File: src/rtl/uart_pkg.sv
// Shared UART definitions: receiver state encoding and the default frame and
// oversampling settings used by the baud generator, uart_rx and uart_tx.
package uart_pkg;

    localparam int UART_OVERSAMPLING_RATE = 16;
    localparam int UART_DATA_BITS         = 8;

    typedef enum logic [2:0] {
        IDLE,
        START,
        DATA,
        PARITY,
        STOP
    } uart_state_t;

endpackage

File: src/rtl/uart_rx_sync.sv
// Brings the asynchronous rx line into the clk_in domain and turns rising
// edges of the baud generator's oversampling clock into one-cycle ticks.
module uart_rx_sync #(
    parameter int SYNC_STAGES = 2
) (
    input  logic clk_in,
    input  logic rst_in,
    input  logic rx_in,
    input  logic baudclk_in,
    output logic rx_s,
    output logic tick
);

    logic [SYNC_STAGES-1:0] sync_q;
    logic                   baud_q;

    // Synchroniser resets to the idle-high line level so reset never looks like a start bit
    always_ff @(posedge clk_in) begin
        if (rst_in) begin
            sync_q <= '1;
            baud_q <= 1'b0;
            tick   <= 1'b0;
        end else begin
            sync_q <= {sync_q[SYNC_STAGES-2:0], rx_in};
            baud_q <= baudclk_in;
            tick   <= baudclk_in & ~baud_q;
        end
    end

    assign rx_s = sync_q[SYNC_STAGES-1];

endmodule

File: src/rtl/uart_rx.sv
// UART receiver: deserialises frames on oversampling ticks into a one-entry
// valid/ready holding register. Define UART_RX_PARITY_EN for a parity bit.
module uart_rx
    import uart_pkg::*;
#(
    parameter int OVERSAMPLING_RATE = UART_OVERSAMPLING_RATE,
    parameter int DATA_BITS         = UART_DATA_BITS,
    parameter int SYNC_STAGES       = 2
) (
    input  logic                 clk_in,
    input  logic                 rst_in,
    input  logic                 baudclk_in,
    input  logic                 rx_in,
    output logic [DATA_BITS-1:0] data_out,
    output logic                 valid_out,
    input  logic                 ready_in,
    output logic                 frame_err_out,
    output logic                 overrun_out
`ifdef UART_RX_PARITY_EN
    ,
    input  logic                 parity_odd_in,
    output logic                 parity_err_out
`endif
);

    localparam int TW = $clog2(OVERSAMPLING_RATE);
    localparam int BW = $clog2(DATA_BITS);

    localparam logic [TW-1:0] TICK_MID  = TW'(OVERSAMPLING_RATE / 2 - 1);
    localparam logic [TW-1:0] TICK_LAST = TW'(OVERSAMPLING_RATE - 1);
    localparam logic [BW-1:0] BIT_LAST  = BW'(DATA_BITS - 1);

    logic rx_s;
    logic tick;

    uart_rx_sync #(
        .SYNC_STAGES (SYNC_STAGES)
    ) u_sync (
        .clk_in     (clk_in),
        .rst_in     (rst_in),
        .rx_in      (rx_in),
        .baudclk_in (baudclk_in),
        .rx_s       (rx_s),
        .tick       (tick)
    );

    uart_state_t          state_q, state_d;
    logic [TW-1:0]        tick_cnt_q, tick_cnt_d;
    logic [BW-1:0]        bit_cnt_q, bit_cnt_d;
    logic [DATA_BITS-1:0] shift_q, shift_d;
    logic                 idle_armed_q, idle_armed_d;
    logic [DATA_BITS-1:0] data_d;
    logic                 valid_d;
    logic                 frame_err_d;
    logic                 overrun_d;
    logic                 byte_done;
`ifdef UART_RX_PARITY_EN
    logic                 parity_bit_q, parity_bit_d;
    logic                 parity_err_d;
`endif

    always_ff @(posedge clk_in) begin
        if (rst_in) begin
            state_q       <= IDLE;
            tick_cnt_q    <= '0;
            bit_cnt_q     <= '0;
            shift_q       <= '0;
            idle_armed_q  <= 1'b0;
            data_out      <= '0;
            valid_out     <= 1'b0;
            frame_err_out <= 1'b0;
            overrun_out   <= 1'b0;
`ifdef UART_RX_PARITY_EN
            parity_bit_q   <= 1'b0;
            parity_err_out <= 1'b0;
`endif
        end else begin
            state_q       <= state_d;
            tick_cnt_q    <= tick_cnt_d;
            bit_cnt_q     <= bit_cnt_d;
            shift_q       <= shift_d;
            idle_armed_q  <= idle_armed_d;
            data_out      <= data_d;
            valid_out     <= valid_d;
            frame_err_out <= frame_err_d;
            overrun_out   <= overrun_d;
`ifdef UART_RX_PARITY_EN
            parity_bit_q   <= parity_bit_d;
            parity_err_out <= parity_err_d;
`endif
        end
    end

    always_comb begin
        state_d      = state_q;
        tick_cnt_d   = tick_cnt_q;
        bit_cnt_d    = bit_cnt_q;
        shift_d      = shift_q;
        idle_armed_d = idle_armed_q;
        data_d       = data_out;
        valid_d      = valid_out;
        frame_err_d  = 1'b0;
        overrun_d    = 1'b0;
        byte_done    = 1'b0;
`ifdef UART_RX_PARITY_EN
        parity_bit_d = parity_bit_q;
        parity_err_d = 1'b0;
`endif

        if (valid_out && ready_in) begin
            valid_d = 1'b0;
        end

        if (tick) begin
            case (state_q)
                // A start is only accepted after the line has been seen high,
                // so a held-low break cannot retrigger frames
                IDLE: begin
                    if (rx_s) begin
                        idle_armed_d = 1'b1;
                    end else if (idle_armed_q) begin
                        state_d    = START;
                        tick_cnt_d = '0;
                    end
                end
                START: begin
                    if (tick_cnt_q == TICK_MID) begin
                        if (!rx_s) begin
                            state_d    = DATA;
                            tick_cnt_d = '0;
                            bit_cnt_d  = '0;
                        end else begin
                            state_d = IDLE;
                        end
                    end else begin
                        tick_cnt_d = tick_cnt_q + TW'(1);
                    end
                end
                DATA: begin
                    if (tick_cnt_q == TICK_LAST) begin
                        tick_cnt_d = '0;
                        shift_d    = {rx_s, shift_q[DATA_BITS-1:1]};
                        if (bit_cnt_q == BIT_LAST) begin
`ifdef UART_RX_PARITY_EN
                            state_d = PARITY;
`else
                            state_d = STOP;
`endif
                        end else begin
                            bit_cnt_d = bit_cnt_q + BW'(1);
                        end
                    end else begin
                        tick_cnt_d = tick_cnt_q + TW'(1);
                    end
                end
`ifdef UART_RX_PARITY_EN
                PARITY: begin
                    if (tick_cnt_q == TICK_LAST) begin
                        tick_cnt_d   = '0;
                        parity_bit_d = rx_s;
                        state_d      = STOP;
                    end else begin
                        tick_cnt_d = tick_cnt_q + TW'(1);
                    end
                end
`endif
                // Stop bit is judged at mid-bit and the FSM returns to IDLE
                // immediately, leaving half a bit of margin for the next start
                STOP: begin
                    if (tick_cnt_q == TICK_LAST) begin
                        tick_cnt_d = '0;
                        state_d    = IDLE;
                        if (rx_s) begin
                            byte_done = 1'b1;
`ifdef UART_RX_PARITY_EN
                            parity_err_d = ((^shift_q) ^ parity_bit_q) != parity_odd_in;
`endif
                        end else begin
                            frame_err_d  = 1'b1;
                            idle_armed_d = 1'b0;
                        end
                    end else begin
                        tick_cnt_d = tick_cnt_q + TW'(1);
                    end
                end
                default: begin
                    state_d = IDLE;
                end
            endcase
        end

        // A read in the same cycle frees the holding register for the new byte
        if (byte_done) begin
            if (!valid_out || ready_in) begin
                data_d  = shift_q;
                valid_d = 1'b1;
            end else begin
                overrun_d = 1'b1;
            end
        end
    end

endmodule
File: config.mk
export PLATFORM = sky130hd
export DESIGN_NAME = uart_rx
export DESIGN_NICKNAME = d
export VERILOG_FILES = /design/src/rtl/uart_pkg.sv /design/src/rtl/uart_rx_sync.sv /design/src/rtl/uart_rx.sv
export SDC_FILE = /design/constraint.sdc
export NUM_CORES = 1
export LEC_CHECK = 0
export CORE_UTILIZATION = 58
export CTS_CLUSTER_DIAMETER = 30
export DETAILED_ROUTE_END_ITERATION = 10
export PLACE_DENSITY = 0.82
export SETUP_SLACK_MARGIN = 0.02
export SYNTH_ARGS = -nofsm -noshare
export SYNTH_HDL_FRONTEND = slang
export SYNTH_SLANG_ARGS = --single-unit
File: constraint.sdc
create_clock -name clk_in -period 4.68 [get_ports clk_in]
set_input_delay 0.468 -clock clk_in [delete_from_list [all_inputs] [get_ports clk_in]]
set_output_delay 0.468 -clock clk_in [all_outputs]
set_load 0.02 [all_outputs]
Yosys cells after proc, flatten, opt, wreduce, memory -nomap -nowiden
Index checks and enable logic that the tools add are counted.

Word-level logic and storage cells: 85. Bits in registers: 34. Output and inout bits: 11. Input bits: 5.

Multiplexer cells: 32. Bitwise operators: 6. $add $sub $neg: 2. Eq/ne operators: 17. Reduce and logical (&&, ||, !) cells: 16.

Operators with widths (count): 3-bit 2-to-1 mux (10); 4-bit 2-to-1 mux (5); 2-bit inequality test (second input constant) (9); 1-bit 2-to-1 mux (12); 3-bit one-hot mux with 4 select lines (1); 4-bit one-hot mux with 3 select lines (1); 5-bit AND reduction (2); 7-bit AND reduction (1); 3-bit == test (second input constant) (2); 3-bit one-hot mux with 2 select lines (1); 6-bit AND reduction (1); 1-bit inverter (5); 4-bit by 1-bit adder with 4-bit output (second input constant) (1); 4-bit by 3-bit == test with 1-bit output (second input constant) (1); 4-bit == test (second input constant) (1); 2-bit nonzero test (2); 2-bit OR reduction (2); 4-bit OR reduction (1); 3-bit by 1-bit adder with 3-bit output (second input constant) (1); 3-bit by 1-bit == test with 1-bit output (second input constant) (1); 3-bit by 2-bit == test with 1-bit output (second input constant) (1); 3-bit logical NOT (1); 3-bit inequality test (second input constant) (1); 3-bit AND reduction (1); 9 further kinds (9).

Longest topological paths before layout
Gate-level depths: netlist (run 1).

Depth after elaboration: 6. Gate-level depth with buffers: 7. Depth with buffers taken out: 6.

Hierarchy
A second synthesis (run 1) with hierarchy kept.

Cell total of the unflattened synthesis: 150. Area, all modules: 1488.9 um^2.

Modules (own cells, without submodules): uart_rx (area each 1382.6 um^2, times used 1, cells an instance 142, sequential area each 600.6 um^2); uart_rx_sync (area each 106.4 um^2, times used 1, cells an instance 8, sequential area each 80.1 um^2).

Worst setup path after synthesis (run 1)
Ideal clock, no wire load.

Path kind: register -> register. From: register tick_cnt_q[0]. To: register data_out[0]. Setup time: 128 ps. Period minus slack after synthesis: 1595 ps. Buffers on the path: 1. Arrival time: 1467 ps. Setup slack: 3085 ps. Cell stages (with the launch flop): 8. Required time: 4552 ps. Cell sequence: dfxtp_1 -> ha_1 -> and3_1 -> nand3_1 -> nor2b_1 -> buf_2 -> mux2i_1 -> nor2_1.

Word-level cells in the longest chain between the ends: 5.

Ends and longest elaborated chain: start, declared (RTL line uart_rx.sv:48) `logic [TW-1:0] tick_cnt_q, tick_cnt_d;`; start signal, assigned (RTL line uart_rx.sv:79) `tick_cnt_q <= tick_cnt_d;`; 4-bit == test (RTL line uart_rx.sv:170) `if (tick_cnt_q == TICK_LAST) begin`; 1-bit 2-to-1 mux (RTL line uart_rx.sv:170); 1-bit 2-to-1 mux (RTL line uart_rx.sv:115) `case (state_q)`; 1-bit 2-to-1 mux (RTL line uart_rx.sv:114) `if (tick) begin`; 2-bit AND reduction (no line); end signal, assigned (RTL line uart_rx.sv:83) `data_out <= data_d;`; end, declared (RTL line uart_rx.sv:14) `output logic [DATA_BITS-1:0] data_out,`.

Every way passes these cells. A chain may end at the register's enable or synchronous reset.

Worst setup path after layout (run 1)
From: register tick_cnt_q[0]. To: register data_out[2].

The elaborated chain is that of the path after synthesis.

==> run metrics, run 1 <==
CTS clk-pin slew, worst paths=0.10 ns; die area=2754 um2; Max Clk Rate=around 0.45 GHz; CP required=roughly 4.9 ns; Post-synth top flop=dfxtp_1; clk root buf=clkbuf_4; routability cong.=~0.76; Seq/Total Area, Yosys=between 40 and 50%; nets=~170; Post-Syn Instances=148; gr usage total=between 20% and 30%; CP arrival=about 2.5 ns; Clock Tree Buf Depth=2; RSZ-0062 raised after global routing=false; Slew HR=42.19%; Synth area leader=dfxtp_1; Clock Sinks=34; first drt pass iteration count=4; drt total wl=~2500 um; worst clock skew=just over 0.009 ns; max-slew violation count=0; grt ovf=0; Post-CTS Resized=0; dpl ws=~2.4 ns; CP Capture Point=data_out[2]; CTS tree=built; worst slew pin tran=just under 0.9 ns; max-cap violation count=0; Period minus WS final=roughly 2.2 ns; #FFs+latches synth=34; num rows=17; final design area excluding fillers=1684 um2; WS Path Type=flip-flop to flip-flop; fin worst setup slack=roughly 2.4 ns; VDD IR max=238.7 uV; Vias/cell=5.703; via count=about 1100; DRT iter0 DRCs=25; FF-to-FF path depth=6; Crit. End Element=flip-flop; syn_area_per_cell=~10 um2; n_diodes=0; hold slack=0.3901 ns; start of the worst register-to-register path=tick_cnt_q[0]; Area Growth Syn to Fin=13.97%; Residual DRC=0; Die Width=about 52 um; layout cells sized above 1=between 10% and 20%; remaining antenna violation count=0; IO Port Bufs=15; Die Y=52.48 um; Yosys cell types=38; crit path max fanout=8; first-pass GRT wire length=between 4000 and 5000 um; top cell type's share of synthesized area=46.06%; reg-to-reg endpoint=data_out[2]; antenna violations before repair=0; Synth Cell Area=approximately 1500 um2; largest net degree at the start of global routing=36; placed cell area=~1600 um2; flop2flop setup slack=between 2 and 2.5 ns; Post-CTS Setup Bufs=0; Final Hold Violating Endpoints=0; commonest non-fill, non-tap cell in the layout=dfxtp_1; status=complete, no violations; setup_tns=0 ns; commonest non-fill, non-tap cells in the layout=dfxtp_1 (34), nor2_1 (25), mux2i_1 (20), clkdlybuf4s50_1 (15), a21oi_1 (8); DR WL/cell=12.95 um; ys async rst share=0%; EDFF count, synth=0; # setup viols final=0; CTS Buf Count=5; Core Region=roughly 2300 um2; ports placed on the boundary=16; vias in the first global route=around 990; Tightest Hold Check Type=flip-flop to flip-flop; Worst Setup SP=tick_cnt_q[0]; pwr dens=approximately 280 nW/um2; Post-CTS Hold Buffers=0; Synth area leaders=dfxtp_1 (46%), mux2i_1 (14%), nor2_1 (6.4%); critical path startpoint category=flip-flop; leakage=around 0.00065 uW; Post-DP HPWL=~1700 um; H-Tree Depth=2; worst-skew pair later-pin latency=approximately 0.34 ns; Initial Util=between 60 and 70%; Post-Syn Nets=about 160; Yosys Warn Count=0; final period utilization=around 48%
how the worst min path moves through the flow:
stage | startpoint | endpoint | slack, ns | cells after the start
6_report | u_sync.baud_q | u_sync.tick | 0.39 | 1
5_1_grt | u_sync.baud_q | u_sync.tick | 0.40 | 1
4_1_cts | u_sync.baud_q | u_sync.tick | 0.39 | 1
3_5_place_dp | u_sync.baud_q | u_sync.tick | 0.38 | 1
3_3_place_gp | u_sync.baud_q | u_sync.tick | 0.37 | 1
2_1_floorplan | u_sync.baud_q | u_sync.tick | 0.37 | 1
critical path, cell delays in order (launching register included):
cell and delay (ns):
dfxtp_1 0.38, ha_1 0.30, and3_1 0.25, nand3_1 0.13
nor2b_1 0.70, mux2i_1 0.30, nor2_1 0.07
per-stage QoR:
stage / utilization (%) / cells / total power [uW]
final: 73.31 / 192 / 475.9
after global routing: 73.31 / 192 / 496.1
after CTS: 73.31 / 192 / 482.7
after detailed placement: 70.53 / 184 / 312.1
after global placement: 70.53 / 184 / 311.7
after floorplan: - / 148 / 307.4
cell type report:
cell class / count / area [um2]
tap: 28 / 35.03
inverter: 2 / 7.507
fill: 172 / 613.1
timing repair buffer: 16 / 157.7
sequential: 34 / 680.7
clock inverter: 2 / 12.51
clock buffer: 6 / 51.30
multi-input combinational: 104 / 739.5
cell usage after synthesis (3+ instances only):
cell and count:
clkbuf_1 4, a21oi_1 8, dfxtp_1 34, nor3_1 3
nor2b_1 5, mux2i_1 20, ha_1 3, nand3_1 5
nor2_1 25, nand2b_1 3
kinds of logic after synthesis:
family	count (synthesis)	synth area share (%)
and+or+nand+nor	60	22.35
DFF	34	46.06
AOI/OAI and AO/OA	20	11.01
muxes	20	13.55
buffers and inverters	10	3.895
adders and majority gates	3	2.540
xor gates and xnor gates	1	0.5928
per-layer routing:
metal  global-route usage, %  vias to the layer above  part of all wire [%]
li1                        -                      558                     -
met1                   27.24                      506                    49
met2                   32.49                       29                    45
met3                   9.565                        2                   4.6
met4                   9.211                        0                  0.68
met5                       0                        -                     0
where the power goes:
part	total, uW	switching (uW)	leakage (uW)	internal, uW
clock network	171	98.4	0.0000343	72.2
logic	11.5	5.64	0.000344	5.91
registers	294	2.24	0.000275	291
flip-flops by register name (all words and copies together) (netlist names):
signal / count
data_out: 8
shift_q: 8
tick_cnt_q: 4
bit_cnt_q: 3
state_q: 3
u_sync.sync_q: 2
frame_err_out: 1
idle_armed_q: 1
overrun_out: 1
u_sync.baud_q: 1
u_sync.tick: 1
valid_out: 1
No activity file was read; power rests on OpenSTA's default activity.
==> run 2: changes to the inputs <==
Settings changed: CORE_UTILIZATION 58 to 49, PLACE_DENSITY 0.82 to 0.74.
Clock period 4.68 ns to 1.8 ns, I/O delays scaled along.
==> run 2 against run 1 <==
Compared with the run above: final area is 3.2% higher; worst hold slack worse by 0.0014 ns; flip-flop and latch count stayed put; critical path depth is 1 lower; first-iteration DRC count is 8.0% lower; sequential share of layout area is 0.96 points lower; total power is 150% higher; core utilization is 11 points lower.
==> run metrics, run 2 (synthesized netlist as in run 1, its figures left out) <==
area of the multi-input gates=755.7 um2 (was 739.5 um2); Max Clk Rate=0.5962 GHz (was 0.4477 GHz); remaining antenna violation count=0 (unchanged); Residual DRC=0 (unchanged); met3 Track Usage GR=7.373% (was 9.565%); status=complete, no violations (unchanged); Final Hold Violating Endpoints=0 (unchanged); n_diodes=0 (unchanged); first drt pass iteration count=4 (unchanged); IO Port Bufs=15 (unchanged); CP required=2.06 ns (was 4.90 ns); gr usage total=18.11% (was 21.86%); grt met1 use=21.38% (was 27.24%); crit path max fanout=10 (was 8); Die Y=56.92 um (was 52.48 um); most used routing layer=met2 (unchanged); leakage=0.0006818 uW (was 0.0006534 uW); drt total wl=2675 um (was 2487 um); # setup viols final=0 (unchanged); largest net degree at the start of global routing=15 (was 36); Critical Path Slowest Stage Cell=o41ai_4 (was nor2b_1); met2 Use GR=28.07% (was 32.49%); CP arrival=1.94 ns (was 2.46 ns); Vias/cell=5.510 (was 5.703); Core Region=2805 um2 (was 2297 um2); H-Tree Depth=2 (unchanged); layout cells sized above 1=17.75% (was 11.59%); Crit. End Element=flip-flop (unchanged); Area Growth Syn to Fin=17.61% (was 13.97%); vias in the first global route=1033 (was 986); commonest non-fill, non-tap cells in the layout=dfxtp_1 (30), nor2_1 (25), mux2i_1 (19), clkdlybuf4s50_1 (15), a21oi_1 (8) (was dfxtp_1 (34), nor2_1 (25), mux2i_1 (20), clkdlybuf4s50_1 (15), a21oi_1 (8)); clk root buf=clkbuf_4 (unchanged); worst clock skew=0.01696 ns (was 0.009110 ns); final total power=1188 uW (was 475.9 uW); CTS clk-pin slew, worst paths=0.11 ns (was 0.10 ns); die area=3239 um2 (was 2754 um2); routability cong.=0.9139 (was 0.7559); antenna violations before repair=0 (unchanged); CTS tree=built (unchanged); worst-skew pair later-pin latency=0.34 ns (about the same); CTS Buf Count=5 (unchanged); Post-DP HPWL=1886 um (was 1701 um); Period minus WS final=1.677 ns (was 2.234 ns); max incr delay on CP=0.44 ns (was 0.70 ns); num rows=19 (was 17); final period utilization=93.18% (was 47.73%); worst slew pin tran=0.4506 ns (was 0.8654 ns); hold slack=0.3888 ns (was 0.3901 ns); largest registers=data_out (8), shift_q (8), tick_cnt_q (4) (unchanged); nets=177 (was 171); setup_tns=0 ns (unchanged); Initial Util=52.68% (was 64.32%); VDD IR max=581.1 uV (was 238.7 uV); max-slew violation count=0 (unchanged); Fillers=249 (was 172); WS Path Type=flip-flop to flip-flop (unchanged); Tightest Hold Check Type=flip-flop to flip-flop (unchanged); critical path startpoint category=flip-flop (unchanged); DRT iter0 DRCs=23 (was 25); Cell Chain, Critical Path=buf_4 > o41ai_4 > nor2_1 > or3b_1 > o31ai_1 (was ha_1 > and3_1 > nand3_1 > nor2b_1 > mux2i_1 > nor2_1); pwr dens=683.3 nW/um2 (was 282.6 nW/um2); Die Width=56.92 um (was 52.48 um); Clock Tree Buf Depth=2 (unchanged); via count=1102 (was 1095); RSZ-0062 raised after global routing=false (unchanged); DR WL/cell=13.38 um (was 12.95 um); first-pass GRT wire length=4409 um (was 4264 um); Post-CTS Setup Bufs=0 (unchanged); Clock Sinks=34 (unchanged); commonest non-fill, non-tap cell in the layout=dfxtp_1 (unchanged); ports placed on the boundary=16 (unchanged); Register Area=685.7 um2 (was 680.7 um2); Slew HR=69.90% (was 42.19%); max-cap violation count=0 (unchanged); grt ovf=0 (unchanged); Post-CTS Hold Buffers=0 (unchanged)
-- run 2: repair_timing --
item | 4_1_cts | 5_1_grt
endpoints found under the setup margin | 3 | 16
gates resized for setup | 1 | 6
pin swaps | 0 | 0
-- run 2: critical path: cells and delay by family (launching register included) --
family | cells | cell delay [ns]
simple gates | 2 | 0.54
compound gates | 2 | 0.51
flops | 1 | 0.39
buf+inv | 1 | 0.16
-- run 2: power by group --
| group | total [uW] | internal [uW] | switching [uW] | leakage [uW] |
|---|---|---|---|---|
| registers | 764 | 758 | 6.49 | 0.000277 |
| logic | 32.2 | 16.8 | 15.5 | 0.000374 |
| clock network | 391 | 140 | 251 | 0.0000308 |
-- run 2: per-stage QoR --
stage | worst slack, ns | util, % | cells | cell area [um2]
final | 0.1228 | 61.95 | 200 | 1738
after global routing | 0.01436 | 61.95 | 200 | 1738
after CTS | 0.02611 | 61.28 | 200 | 1719
after detailed placement | 0.04714 | 59.50 | 193 | 1669
after global placement | 0.09057 | 59.50 | 193 | 1669
after floorplan | 0.2050 | - | 148 | 1478
-- run 2: final timing paths --
| kind | start | end | slack (ns) | cells past startpoint |
|---|---|---|---|---|
| setup / recovery | state_q[2] | tick_cnt_q[0] | 0.12 | 5 |
| hold / removal | u_sync.baud_q | u_sync.tick | 0.39 | 1 |
| setup reg to reg | state_q[2] | tick_cnt_q[0] | 0.12 | 5 |
| hold reg to reg | u_sync.baud_q | u_sync.tick | 0.39 | 1 |
-- run 2: layer usage --
metal  vias to the layer above  wire [um]  part of all wire [%]
met5                         -          0                     0
met4                         0         80                   3.0
met3                         8        124                   4.6
met1                       507       1247                    47
met2                        26       1222                    46
li1                        561          -                     -
-- run 2: final cells by class --
type | instances | area share, %
clock buffers | 5 | 2.160
clock inverters | 2 | 0.5760
inverters | 2 | 0.4320
multi-input cells | 104 | 43.48
flip-flops and latches | 34 | 39.45
well taps | 31 | 2.232
repair buffers | 22 | 11.66
==> run 3: changes to the inputs <==
Settings changed: SLEW_MARGIN from default to 0.
==> results of run 3 <==
Final layout, timing and power as in run 2 (identical DEF).
